## src/rtl/uart_alu_pkg.sv

```systemverilog
// Shared definitions for the UART/ALU frame sequencer.
//   state_t      : sequencer states, 3-bit, IDLE=0 .. WAIT_TX=5
//   OP_*         : the eight legal 6-bit ALU opcodes
//   is_legal_op  : 1 when a 6-bit opcode is one of the OP_* constants
package uart_alu_pkg;

   localparam int OP_W = 6;

   typedef enum logic [2:0] {
      ST_IDLE    = 3'd0,
      ST_GET_B   = 3'd1,
      ST_GET_OP  = 3'd2,
      ST_EXEC    = 3'd3,
      ST_SEND    = 3'd4,
      ST_WAIT_TX = 3'd5
   } state_t;

   localparam logic [OP_W-1:0] OP_ADD = 6'b100000;
   localparam logic [OP_W-1:0] OP_SUB = 6'b100010;
   localparam logic [OP_W-1:0] OP_AND = 6'b100100;
   localparam logic [OP_W-1:0] OP_OR  = 6'b100101;
   localparam logic [OP_W-1:0] OP_XOR = 6'b100110;
   localparam logic [OP_W-1:0] OP_NOR = 6'b100111;
   localparam logic [OP_W-1:0] OP_SRA = 6'b000011;
   localparam logic [OP_W-1:0] OP_SRL = 6'b000010;

   function automatic logic is_legal_op(input logic [OP_W-1:0] op);
      case (op)
         OP_ADD, OP_SUB, OP_AND, OP_OR,
         OP_XOR, OP_NOR, OP_SRA, OP_SRL: is_legal_op = 1'b1;
         default:                        is_legal_op = 1'b0;
      endcase
   endfunction

endpackage

```

## src/rtl/uart_alu_seq_frame_timer.sv

```systemverilog
// Inter-byte timeout counter.
//   i_clk, i_rst : clock, synchronous active-low reset
//   clr          : clear count to zero (has priority over en)
//   en           : count one cycle
//   expired      : count has reached TIMEOUT_CYC-1 (saturates there)
module frame_timer #(
   parameter int TIMEOUT_CYC = 50000
) (
   input  logic i_clk,
   input  logic i_rst,
   input  logic clr,
   input  logic en,
   output logic expired
);

   localparam int CW = (TIMEOUT_CYC > 2) ? $clog2(TIMEOUT_CYC) : 1;
   localparam logic [CW-1:0] LAST = CW'(TIMEOUT_CYC - 1);

   logic [CW-1:0] count;

   assign expired = (count == LAST);

   always_ff @(posedge i_clk) begin
      if (!i_rst)
         count <= '0;
      else if (clr)
         count <= '0;
      else if (en && !expired)
         count <= count + 1'b1;
   end

endmodule

```

## src/rtl/uart_alu_seq.sv

```systemverilog
// Frame sequencer between UART RX, a combinational ALU and UART TX.
// Collects A, B, OP bytes, validates OP, drives registered ALU operands,
// captures the result and sends it back through the TX start/done handshake.
//   i_clk, i_rst            : clock, synchronous active-low reset
//   i_rx_data, i_rx_done    : received byte and its 1-cycle strobe
//   o_a, o_b, o_op          : registered ALU operands / opcode
//   i_alu_result            : combinational ALU result
//   o_tx_data, o_tx_start   : result byte and 1-cycle TX start pulse
//   i_tx_done               : 1-cycle TX finished pulse
//   o_busy                  : state != IDLE
//   o_err_timeout/op/overrun: 1-cycle error pulses
module uart_alu_seq
   import uart_alu_pkg::*;
#(
   parameter int NB_DATA     = 8,
   parameter int NB_OPERADOR = 6,
   parameter int TIMEOUT_CYC = 50000
) (
   input  logic                   i_clk,
   input  logic                   i_rst,
   input  logic [NB_DATA-1:0]     i_rx_data,
   input  logic                   i_rx_done,
   output logic [NB_DATA-1:0]     o_a,
   output logic [NB_DATA-1:0]     o_b,
   output logic [NB_OPERADOR-1:0] o_op,
   input  logic [NB_DATA-1:0]     i_alu_result,
   output logic [NB_DATA-1:0]     o_tx_data,
   output logic                   o_tx_start,
   input  logic                   i_tx_done,
   output logic                   o_busy,
   output logic                   o_err_timeout,
   output logic                   o_err_op,
   output logic                   o_err_overrun
);

   state_t                   state, state_nx;
   logic [NB_DATA-1:0]       a_nx, b_nx, tx_data_nx;
   logic [NB_OPERADOR-1:0]   op_nx, op_field;
   logic                     start_nx, err_to_nx, err_op_nx, err_ov_nx;
   logic                     tmr_clr, tmr_en, tmr_expired;

   assign op_field = i_rx_data[NB_OPERADOR-1:0];
   assign o_busy   = (state != ST_IDLE);

   frame_timer #(.TIMEOUT_CYC(TIMEOUT_CYC)) u_timer (
      .i_clk   (i_clk),
      .i_rst   (i_rst),
      .clr     (tmr_clr),
      .en      (tmr_en),
      .expired (tmr_expired)
   );

   always_ff @(posedge i_clk) begin
      if (!i_rst) begin
         state         <= ST_IDLE;
         o_a           <= '0;
         o_b           <= '0;
         o_op          <= '0;
         o_tx_data     <= '0;
         o_tx_start    <= 1'b0;
         o_err_timeout <= 1'b0;
         o_err_op      <= 1'b0;
         o_err_overrun <= 1'b0;
      end else begin
         state         <= state_nx;
         o_a           <= a_nx;
         o_b           <= b_nx;
         o_op          <= op_nx;
         o_tx_data     <= tx_data_nx;
         o_tx_start    <= start_nx;
         o_err_timeout <= err_to_nx;
         o_err_op      <= err_op_nx;
         o_err_overrun <= err_ov_nx;
      end
   end

   always_comb begin
      state_nx   = state;
      a_nx       = o_a;
      b_nx       = o_b;
      op_nx      = o_op;
      tx_data_nx = o_tx_data;
      start_nx   = 1'b0;
      err_to_nx  = 1'b0;
      err_op_nx  = 1'b0;
      err_ov_nx  = 1'b0;
      // Timer only runs while a frame is partially received; every accepted
      // byte restarts it, and leaving these states clears it.
      tmr_en     = (state == ST_GET_B) || (state == ST_GET_OP);
      tmr_clr    = !tmr_en || i_rx_done;

      case (state)
         ST_IDLE: begin
            if (i_rx_done) begin
               a_nx     = i_rx_data;
               state_nx = ST_GET_B;
            end
         end
         ST_GET_B: begin
            // A byte arriving on the expiry cycle wins over the abort.
            if (i_rx_done) begin
               b_nx     = i_rx_data;
               state_nx = ST_GET_OP;
            end else if (tmr_expired) begin
               err_to_nx = 1'b1;
               state_nx  = ST_IDLE;
            end
         end
         ST_GET_OP: begin
            if (i_rx_done) begin
               if (is_legal_op(op_field)) begin
                  op_nx    = op_field;
                  state_nx = ST_EXEC;
               end else begin
                  err_op_nx = 1'b1;
                  state_nx  = ST_IDLE;
               end
            end else if (tmr_expired) begin
               err_to_nx = 1'b1;
               state_nx  = ST_IDLE;
            end
         end
         ST_EXEC: begin
            tx_data_nx = i_alu_result;
            err_ov_nx  = i_rx_done;
            state_nx   = ST_SEND;
         end
         ST_SEND: begin
            start_nx  = 1'b1;
            err_ov_nx = i_rx_done;
            state_nx  = ST_WAIT_TX;
         end
         ST_WAIT_TX: begin
            err_ov_nx = i_rx_done;
            if (i_tx_done)
               state_nx = ST_IDLE;
         end
         default: state_nx = ST_IDLE;
      endcase
   end

endmodule

```

## config.mk

```make
export PLATFORM = sky130hd
export DESIGN_NAME = uart_alu_seq
export DESIGN_NICKNAME = d
export VERILOG_FILES = /design/src/rtl/uart_alu_pkg.sv /design/src/rtl/uart_alu_seq_frame_timer.sv /design/src/rtl/uart_alu_seq.sv
export SDC_FILE = /design/constraint.sdc
export NUM_CORES = 1
export LEC_CHECK = 0
export CAP_MARGIN = 20
export CORE_MARGIN = 3
export CORE_UTILIZATION = 56
export CTS_BUF_LIST = sky130_fd_sc_hd__clkbuf_16
export CTS_CLUSTER_SIZE = 25
export DETAILED_ROUTE_END_ITERATION = 7
export DONT_BUFFER_PORTS = 1
export PLACE_DENSITY = 0.71
export SLEW_MARGIN = 20
export SYNTH_ARGS = -nofsm -noshare
export SYNTH_HDL_FRONTEND = slang
export SYNTH_SLANG_ARGS = --single-unit
```

## constraint.sdc

```tcl
create_clock -name i_clk -period 2.8 [get_ports i_clk]
set_input_delay 0.28 -clock i_clk [delete_from_list [all_inputs] [get_ports i_clk]]
set_output_delay 0.28 -clock i_clk [all_outputs]
set_load 0.01 [all_outputs]
```

==> run_results.csv <==
group,metric,value,unit
yosys,synth_area_leaders,"dfxtp_1 47%, mux2i_1 7.1%, a21oi_1 6.2%",
detailed_routing,drt-vias-per-instance,6.05,
job,maxCapViolCount,0,
placed_design,portBuffers,0,
final_layout,drive_gt1_frac,0.0395,
setup_path,crit_path_max_incr_delay,0.71,ns
yosys,yosysWarnings,0,
yosys,synth-async-reset-ratio,0,
grt,top_usage_layer,"met2",
power_and_ir_drop,p_leak,0.843,nW
setup_path,cp_cell_sequence,"xnor2_1 -> or4_1 -> or4_1 -> a21oi_1",
clocking,clkTransAtPathRegs,0.06,ns
hold_path,hp-class,"in2reg",
placed_design,dp_hpwl,3.16,mm
yosys,syn_area,2270,sq um
detailed_routing,via_count,1821,
timing,clock_skew,0.00211,ns
yosys,synthCells,259,
grt,grt_use_met3,0.0580,
setup_path,crit_path_start_kind,"register",
setup_path,r2r_start,"state[1]$_SDFFE_PN0P_",
floorplanning,fp.dieW,69.6,microns
setup_path,r2r_setup_slack,0.62,ns
power_and_ir_drop,p_int,1.14,mW
detailed_routing,drt-total-wl,4.58,mm
floorplanning,ioPinCount,55,
yosys,synth_top_area_cell,"dfxtp_1",
grt,grt_use_met1,0.251,
clocking,clock-sinks,53,
run_status,outcome,"finished, final reports clean",
yosys,synth.avg_cell_area,8.75,sq um
floorplanning,start_util,0.601,
timing,hold_violations,0,
yosys,synth_edf_count,0,
timing,relSlewSlack,0.602,
hold_path,min-delay-start,"i_rx_done",
hold_path,holdPathEnd,"o_err_overrun$_SDFF_PN0_",
clocking,hold_buffers,0,
timing,fmax,460,MHz
grt,grt_pass1_wl,7.76,mm
placed_design,post_dp_cell_area,2280,sq um
setup_path,path_class,"reg2reg",
setup_path,end_kind,"register",
power_and_ir_drop,clock_power_share,0.393,
detailed_routing,first_pass_iters,4,
grt,grt_pass1_vias,1666,
clocking,htree_levels,2,
yosys,synthFlopType,"dfxtp_1",
setup_path,crit_family,"simple AND/OR/NAND/NOR gates",
yosys,synth_seq_cells,53,
final_layout,postLayoutCellArea,2420,sq um
detailed_routing,drc,0,
clocking,insertion_delay,0.28,ns
clocking,root_buffer,"clkbuf_16",
yosys,yosysSeqAreaShare,0.468,
power_and_ir_drop,p_sw_frac,0.236,
floorplanning,core_area,3770,sq um
final_layout,antennaDiodeCount,0,
power_and_ir_drop,pwr_density_cell,617,nW/um^2
grt,met2_usage,0.303,
clocking,cts_buffer_depth,2,
setup_path,cp_max_fo,14,
floorplanning,die_y,69.6,microns
clocking,postCtsSetupRepairBufs,0,
setup_path,cpMostUsedCell,"or4_1",
placed_design,gp_congestion,0.793,
setup_path,timing.critical_path.buf_inv,0,
timing,min_period_over_period,0.777,
floorplanning,num_rows,22,
clocking,cts_made_buffers,5,
final_layout,fin_util,0.643,
setup_path,crit_required,3.01,ns
final_layout,nets,273,
timing,setup-violations-final,0,
timing,timing.setup.tns,0,ns
grt,overflow,0,
timing,rsz0062_at_grt,"false",
yosys,ys_types,40,
setup_path,reg2reg_depth,4,
timing,setup_ws,0.625,ns
yosys,synth_top_area_frac,0.468,
grt,gr-usage-all-layers,0.190,
final_layout,syn_to_final_growth,6.95,%
setup_path,rr_endpoint,"u_timer.count[11]$_SDFFE_PP0P_",
power_and_ir_drop,p_seq_frac,0.537,
hold_path,holdPathStages,2,
grt,grt_max_degree,33,
grt,antenna_found_initial,0,
power_and_ir_drop,combPwrFrac,0.070,
detailed_routing,drtAntennaViolNets,0,
detailed_routing,drt-initial-drc-count,105,
detailed_routing,wl_per_cell,15.2,microns
floorplanning,die-area,4850,sq um
placed_design,pre_cts_ws,0.657,ns
setup_path,cpMaxStageDelayCell,"or4_1",
power_and_ir_drop,finalPower,1.50,mW
clocking,post_cts_resized,0,
timing,tightest_slew,0.595,ns
yosys,synth_fp_nets,280,
timing,drv_slew,0,
power_and_ir_drop,switching_power,353,uW
power_and_ir_drop,peakVddDrop,442,uV
clocking,cts_tree,"yes",
timing,period_needed,2.18,ns
setup_path,worst_ep_arrival_time,2.39,ns
==> cell families after synthesis <==
kind of cell               after synthesis  share of synthesized area
and+or+nand+nor                        110                      0.260
AOI/OAI and AO/OA                       56                      0.151
DFF                                     53                      0.468
buffers and inverters                   20                     0.0337
muxes                                   16                     0.0706
xor gates and xnor gates                 3                     0.0116
adders and majority gates                1                    0.00552
==> state kept, by name (all words and copies together), names as in the netlist <==
register	flops
o_tx_data	8
state	3
o_a	8
o_tx_start	1
o_err_timeout	1
o_b	8
o_op	6
u_timer.count	16
o_err_op	1
o_err_overrun	1
==> stage by stage <==
stage | hold WS (ns) | std cells
floorplan | 0.405 | 259
global placement | 0.402 | 293
detailed placement | 0.407 | 293
CTS | 0.106 | 301
global route | 0.119 | 301
finish | 0.112 | 301
==> cell type report <==
class	count	area [sq um]
Timing Repair Buffer	2	15.0
Fill cell	307	1350
Clock buffer	5	125
Sequential cell	53	1060
Inverter	4	15.0
Multi-Input combinational cell	186	1130
Tap cell	48	60.1
Clock inverter	3	18.8
==> layout by cell type (no fill, tap or decap), types with 2 or more instances in the layout <==
| cell | instances |
|---|---|
| o31ai_1 | 12 |
| or2_1 | 3 |
| nor2_1 | 24 |
| nand3b_1 | 2 |
| nor3_1 | 4 |
| nand2_1 | 24 |
| o21ai_1 | 5 |
| dfxtp_1 | 53 |
| and3_1 | 5 |
| a21oi_1 | 28 |
| mux2i_1 | 16 |
| inv_1 | 4 |
| nand2b_1 | 4 |
| nand3_1 | 8 |
| or4_1 | 12 |
| clkinvlp_4 | 2 |
| nand4_1 | 7 |
| nor2b_1 | 2 |
| buf_4 | 2 |
| o21a_1 | 2 |
| xnor2_1 | 3 |
| clkbuf_16 | 5 |
| or3_1 | 8 |
| a21o_1 | 2 |
==> worst max path at each step <==
stage                                        startpoint                             end  slack (ns)  depth (start not counted)
after floorplan           u_timer.count[0]$_SDFFE_PP0P_  u_timer.count[14]$_SDFFE_PP0P_        0.96                          6
after global placement            state[0]$_SDFFE_PN0P_  u_timer.count[15]$_SDFFE_PP0P_        0.71                          4
after detailed placement          state[1]$_SDFFE_PN0P_  u_timer.count[13]$_SDFFE_PP0P_        0.66                          4
after CTS                         state[0]$_SDFFE_PN0P_  u_timer.count[11]$_SDFFE_PP0P_        0.64                          4
after global routing              state[1]$_SDFFE_PN0P_  u_timer.count[13]$_SDFFE_PP0P_        0.41                          4
final                             state[1]$_SDFFE_PN0P_  u_timer.count[11]$_SDFFE_PP0P_        0.62                          4
==> worst reg2reg max path, stage by stage (launching register included) <==
cell     delay, ns
dfxtp_1       0.57
xnor2_1       0.23
or4_1         0.71
or4_1         0.45
a21oi_1       0.15
==> layer usage <==
layer	share of wire	up-vias
li1	-	937
met1	0.46	830
met2	0.47	49
met3	0.065	5
met4	0.0081	0
met5	0	-
==> power groups by stage <==
stage,clock (mW),combinational [mW],sequential [mW]
after global routing,0.634,0.119,0.807
final,0.588,0.105,0.803
after floorplan,0,0.0939,0.810
after detailed placement,0,0.104,0.821
after global placement,0,0.103,0.820
after CTS,0.603,0.105,0.803
==> synthesized netlist by cell type (all sizes together), types with 2 or more instances <==
cell / n
a21o: 2
a21oi: 28
and3: 5
buf: 2
clkbuf: 14
dfxtp: 53
inv: 4
mux2i: 16
nand2: 24
nand2b: 4
nand3: 8
nand3b: 2
nand4: 7
nor2: 24
nor2b: 2
nor3: 4
o21a: 2
o21ai: 5
o31ai: 12
or2: 3
or3: 8
or4: 12
xnor2: 3
Power figures use the tool's default switching activity.
